==> config.mk <==
export PLATFORM = sky130hd
export DESIGN_NAME = cnn_pool_kxk_multi_channel
export DESIGN_NICKNAME = d
export VERILOG_FILES = /design/src/rtl/cnn_pool_kxk_multi_channel.sv
export SDC_FILE = /design/constraint.sdc
export NUM_CORES = 2
export LEC_CHECK = 0
export ABC_AREA = 1
export ABC_CLOCK_PERIOD_IN_PS = 26700
export CAP_MARGIN = 10
export CELL_PAD_IN_SITES_DETAIL_PLACEMENT = 0
export CELL_PAD_IN_SITES_GLOBAL_PLACEMENT = 1
export CORE_MARGIN = 5
export CORE_UTILIZATION = 55
export CTS_BUF_LIST = sky130_fd_sc_hd__clkbuf_8 sky130_fd_sc_hd__clkbuf_16
export CTS_CLUSTER_DIAMETER = 200
export DETAILED_ROUTE_END_ITERATION = 6
export DONT_BUFFER_PORTS = 1
export PLACE_DENSITY = 0.89
export SYNTH_ARGS = -nofsm -noshare
export SYNTH_HDL_FRONTEND = slang
export SYNTH_SLANG_ARGS = --single-unit
==> constraint.sdc <==
create_clock -name clk -period 26.7 [get_ports clk]
set_clock_uncertainty 0.1 [all_clocks]
set_input_delay 2.67 -clock clk [delete_from_list [all_inputs] [get_ports clk]]
set_output_delay 2.67 -clock clk [all_outputs]
set_load 0.05 [all_outputs]
==> src/rtl/cnn_pool_kxk_multi_channel.sv <==
// cnn_pool_kxk_multi_channel: streaming KxK valid pooling (average, optionally max) over channel-planar raster frames
// Ports: clk, reset (async, active-high); valid_in/pxl_in accept one signed pixel per qualified edge;
//        pool_mode (0 avg, 1 max) latched at each channel's first pixel; pxl_out/valid_out carry one
//        result per completed window two edges after its completing pixel; last_out marks a channel's
//        final result, frame_done the final result of the last channel.
// Macro CNN_POOL_MAX_EN compiles in the max comparator tree; without it the block always averages.
module cnn_pool_kxk_multi_channel #(
  parameter int DATA_WIDTH     = 32,
  parameter int IMAGE_WIDTH    = 16,
  parameter int IMAGE_HEIGHT   = 16,
  parameter int KERNEL         = 3,
  parameter int STRIDE         = 1,
  parameter int CHANNEL_NUM_IN = 4
) (
  input  logic                  clk,
  input  logic                  reset,
  input  logic                  valid_in,
  input  logic [DATA_WIDTH-1:0] pxl_in,
  input  logic                  pool_mode,
  output logic [DATA_WIDTH-1:0] pxl_out,
  output logic                  valid_out,
  output logic                  last_out,
  output logic                  frame_done
);
  localparam int CW = $clog2(IMAGE_WIDTH);
  localparam int RW = $clog2(IMAGE_HEIGHT);
  localparam int HW = CHANNEL_NUM_IN > 1 ? $clog2(CHANNEL_NUM_IN) : 1;
  localparam int KK = KERNEL * KERNEL;
  localparam int SW = DATA_WIDTH + $clog2(KK);
  localparam int LAST_R = KERNEL - 1 + ((IMAGE_HEIGHT - KERNEL) / STRIDE) * STRIDE;
  localparam int LAST_C = KERNEL - 1 + ((IMAGE_WIDTH - KERNEL) / STRIDE) * STRIDE;
  localparam logic signed [SW-1:0] KK_S = SW'(KK);
  logic [CW-1:0] col_q, col_d;
  logic [RW-1:0] row_q, row_d;
  logic [HW-1:0] ch_q, ch_d;
  logic col_end, row_end, ch_end, win_hit;
  // lb_q[0] holds the previous row, lb_q[j] the row j+1 above the current one
  logic [DATA_WIDTH-1:0] lb_q [KERNEL-1][IMAGE_WIDTH];
  // win_q[row][col]: row 0 oldest, column KERNEL-1 newest
  logic signed [DATA_WIDTH-1:0] win_q [KERNEL][KERNEL];
  logic signed [DATA_WIDTH-1:0] colv [KERNEL];
  logic v1_q, l1_q, f1_q, v2_q, l2_q, f2_q, vo_q, lo_q, fo_q;
  logic signed [SW-1:0] sum_d, sum_q;
  logic [DATA_WIDTH-1:0] res_d, out_q;
  always_comb begin
    col_end = col_q == CW'(IMAGE_WIDTH - 1);
    row_end = row_q == RW'(IMAGE_HEIGHT - 1);
    ch_end  = ch_q == HW'(CHANNEL_NUM_IN - 1);
    col_d   = col_end ? '0 : col_q + 1'b1;
    row_d   = !col_end ? row_q : row_end ? '0 : row_q + 1'b1;
    ch_d    = !(col_end && row_end) ? ch_q : ch_end ? '0 : ch_q + 1'b1;
    win_hit = row_q >= RW'(KERNEL - 1) && col_q >= CW'(KERNEL - 1) &&
              (int'(row_q) - (KERNEL - 1)) % STRIDE == 0 && (int'(col_q) - (KERNEL - 1)) % STRIDE == 0;
    colv[KERNEL-1] = pxl_in;
    for (int i = 0; i < KERNEL - 1; i++) colv[i] = lb_q[KERNEL-2-i][col_q];
    sum_d = '0;
    for (int i = 0; i < KERNEL; i++)
      for (int k = 0; k < KERNEL; k++) sum_d = sum_d + SW'(win_q[i][k]);
  end
  // Windows only complete with r,c >= K-1, so every column in win_q and every
  // line-buffer row read then belongs to the current row band and channel.
  always_ff @(posedge clk) begin
    if (valid_in) begin
      lb_q[0][col_q] <= pxl_in;
      for (int j = 1; j < KERNEL - 1; j++) lb_q[j][col_q] <= lb_q[j-1][col_q];
      for (int i = 0; i < KERNEL; i++) begin
        for (int k = 0; k < KERNEL - 1; k++) win_q[i][k] <= win_q[i][k+1];
        win_q[i][KERNEL-1] <= colv[i];
      end
    end
  end
  always_ff @(posedge clk or posedge reset) begin
    if (reset) begin
      col_q <= '0;
      row_q <= '0;
      ch_q  <= '0;
      {v1_q, l1_q, f1_q, v2_q, l2_q, f2_q, vo_q, lo_q, fo_q} <= '0;
      sum_q <= '0;
      out_q <= '0;
    end else begin
      if (valid_in) begin
        col_q <= col_d;
        row_q <= row_d;
        ch_q  <= ch_d;
      end
      v1_q  <= valid_in && win_hit;
      l1_q  <= valid_in && win_hit && row_q == RW'(LAST_R) && col_q == CW'(LAST_C);
      f1_q  <= valid_in && win_hit && row_q == RW'(LAST_R) && col_q == CW'(LAST_C) && ch_end;
      v2_q  <= v1_q;
      l2_q  <= l1_q;
      f2_q  <= f1_q;
      sum_q <= sum_d;
      vo_q  <= v2_q;
      lo_q  <= l2_q;
      fo_q  <= f2_q;
      if (v2_q) out_q <= res_d;
    end
  end
`ifdef CNN_POOL_MAX_EN
  logic mode_q, m1_q, m2_q;
  logic signed [DATA_WIDTH-1:0] max_d, max_q;
  always_comb begin
    max_d = win_q[0][0];
    for (int i = 0; i < KERNEL; i++)
      for (int k = 0; k < KERNEL; k++) max_d = win_q[i][k] > max_d ? win_q[i][k] : max_d;
  end
  // The mode travels with each window so a channel change cannot retag results in flight
  always_ff @(posedge clk or posedge reset) begin
    if (reset) begin
      {mode_q, m1_q, m2_q} <= '0;
      max_q <= '0;
    end else begin
      if (valid_in && col_q == '0 && row_q == '0) mode_q <= pool_mode;
      m1_q  <= mode_q;
      m2_q  <= m1_q;
      max_q <= max_d;
    end
  end
  assign res_d = m2_q ? max_q : DATA_WIDTH'(sum_q / KK_S);
`else
  logic unused_mode;
  assign unused_mode = pool_mode;
  assign res_d = DATA_WIDTH'(sum_q / KK_S);
`endif
  assign pxl_out    = out_q;
  assign valid_out  = vo_q;
  assign last_out   = lo_q;
  assign frame_done = fo_q;
endmodule

==> impl_metrics.json <==
{
  "status": "completed",
  "worstSetupPathType": "register to register",
  "first_iter_violations": 4128,
  "drv_cap": 0,
  "final-setup-viol-count": 0,
  "firstDrtPassIters": 6,
  "synth-simple-area-share_pct": 13.3,
  "synth_area_leaders": "edfxtp_1, fa_1, o21ai_0",
  "synth-compound-area-share_pct": 8.13,
  "core_um2": 114000,
  "synth_area_per_cell_um2": 12.6,
  "syn2layout_area_growth_pct": 9.56,
  "ant_nets": 0,
  "wl_per_cell_um": 21.6,
  "rows": 124,
  "die_y_um": 349,
  "syn_nets": 5319,
  "async_flop_share_pct": 6.22,
  "place_ws_ps": 7810,
  "worst_pin_slew_ps": 1150,
  "cp-start-kind": "register",
  "synth_xor_area_share_pct": 1.25,
  "clockRootBuffer": "clkbuf_16",
  "synth-seq-cells": 1399,
  "min_path_type": "register to register",
  "dp_hpwl_um": 81300,
  "wl_um": 143000,
  "synth_cells": 5006,
  "min_delay_path_depth": 0,
  "viasPerCell": 5.82,
  "drive_gt1_share_pct": 11.3,
  "port_buffers": 0,
  "crit_arrival_ps": 19380,
  "synth.distinct_cells": 62,
  "crit_path_max_incr_delay_ps": 460,
  "yosys_warnings": 0,
  "synth_top_area_share_pct": 62.4,
  "critPathBufInv": 17,
  "layout_min_cycle_time_ps": 18910,
  "cts_tree": "built",
  "die-area_um2": 122000,
  "required_ps": 27170,
  "clock_latency_ps": 760,
  "grt_overflow": 0,
  "die_w_um": 349,
  "syn_area_um2": 63200,
  "grt_use_total_pct": 23.3,
  "drc": 0,
  "critPathCaptureType": "register",
  "slew_headroom_pct": 23.3,
  "ys.flop_type": "edfxtp_1",
  "slowest_stage": "dfrtp_1",
  "antenna_found_initial": 3,
  "synth_common_cells": "edfxtp_1, nand2_1, nor2_1",
  "ctsHoldBuffers": 0,
  "fin_area_um2": 69200,
  "hold_viol": 0,
  "cts_buffers": 139,
  "grt_pass1_wl_um": 219000,
  "antennaDiodeCount": 0,
  "grt_max_degree": 298,
  "fmax_ghz": 0.0529,
  "cts_setup_buffers": 0,
  "synth_top_family_by_area": "simple AND/OR/NAND/NOR gates",
  "cp_top_family": "simple AND/OR/NAND/NOR gates",
  "initial_core_util_pct": 55.3,
  "yosysSeqAreaShare_pct": 65.8,
  "synth_edf_count": 1312,
  "critPathMaxFanout": 11,
  "hold_ws_ps": 241,
  "grt_pass1_vias": 37376,
  "yosys.area_share.adder_pct": 8.19,
  "yosys.area.top_type": "edfxtp_1",
  "max-clock-path-buffers": 3,
  "finalMaxSlewViolations": 0,
  "cts_num_sinks": 1399,
  "period_share_pct": 70.8,
  "gp_congestion": 0.823,
  "vias": 38468,
  "yosysMostFrequentCell": "edfxtp_1",
  "setup_ws_ps": 7790,
  "setup_tns_ps": 0,
  "dpl_cell_area_um2": 64700,
  "clk_pin_slew_worst_paths_ps": 60,
  "pin_count": 71,
  "crit_cells": 161,
  "rsz0062_at_grt": "false",
  "worst_path_most_repeated_cell": "nand2_2",
  "h-tree-depth": 4,
  "synthMuxAreaShare_pct": 0,
  "cts_resized": 0,
  "rr_worst_depth": 161,
  "layout.nets": 5292
}
-- cell families (layout without fill, tap and decap cells) --
logic type,after synthesis,count (layout)
XOR/XNOR,89,89
buffers and inverters,500,588
adder cells (fa/ha/maj),277,277
AO/OA/AOI/OAI,936,936
AND/OR/NAND/NOR,1805,1805
flip-flops,1399,1399
-- through the flow --
stage,utilization (%),instances
after floorplan,-,5006
after global placement,56.7,6350
after detailed placement,56.7,6350
after CTS,60.6,6606
after global routing,60.6,6606
final,60.6,6606
-- registers in the layout, summed over array words and instances, names as in the netlist --
signal	cells
pxl_out	32
win_q	288
f1_q	1
ch_q	2
valid_out	1
v1_q	1
lb_q	1024
frame_done	1
l1_q	1
last_out	1
col_q	4
l2_q	1
row_q	4
sum_q	36
v2_q	1
f2_q	1
-- cell type report --
cell class | instances | area, um2
Multi-Input combinational cell | 3107 | 19600
Fill cell | 8502 | 45000
Clock buffer | 140 | 3490
Sequential cell | 1399 | 41600
Clock inverter | 116 | 1010
Inverter | 285 | 1220
Tap cell | 1512 | 1890
Timing Repair Buffer | 47 | 378
-- worst paths after layout --
| kind | from | end | slack, ps |
|---|---|---|---|
| setup reg to reg | sum_q[1] | pxl_out[30] | 7790 |
| setup / recovery | sum_q[1] | pxl_out[30] | 7790 |
| hold / removal | l2_q | last_out | 240 |
| max in group asynchronous | reset | pxl_out[27] | 23680 |
| min in group asynchronous | reset | row_q[1] | 1640 |
| hold reg to reg | l2_q | last_out | 240 |
-- cell usage in the layout (no fill, tap or decap), types with 5 or more instances in the layout --
cell type  synthesis  layout
inv_6              1       5
nand4_2           12      12
nand2_4           52      52
o21ai_0          569     569
o21ai_2           11      11
nand2_2          106     106
clkbuf_16          0     139
xnor2_1           29      29
nor2_1           652     634
clkinv_2           8      38
nor2_2            17      17
inv_1            216     237
bufinv_8           8       8
bufinv_16          0       8
nand3_1          150     150
nand2_1          652     652
a31oi_1            8       8
nand4_1          101     101
dfrtp_1           87      84
buf_4              1      45
fa_1             227     227
o21ai_1           22      22
inv_2             39      39
o22ai_1          256     256
clkinv_16          0       8
edfxtp_1        1312    1312
xor2_1            59      59
nand3_2           23      23
a21oi_1           46      46
clkinv_1           9      41
nor2_4             4      22
ha_1              50      50
nor3_1            16      15
clkinv_8           0       5
-- metal layers --
metal | global-route usage (%) | up-vias | wire length (um)
met4 | 6.93 | 0 | 3820
met3 | 4.46 | 242 | 14000
met2 | 38.1 | 1612 | 68300
li1 | - | 17714 | -
met5 | 0 | - | 0
met1 | 32.2 | 18900 | 56600
Power is not shown: default switching activity piles up to over one toggle a cycle in this logic, so the estimate is an artifact.
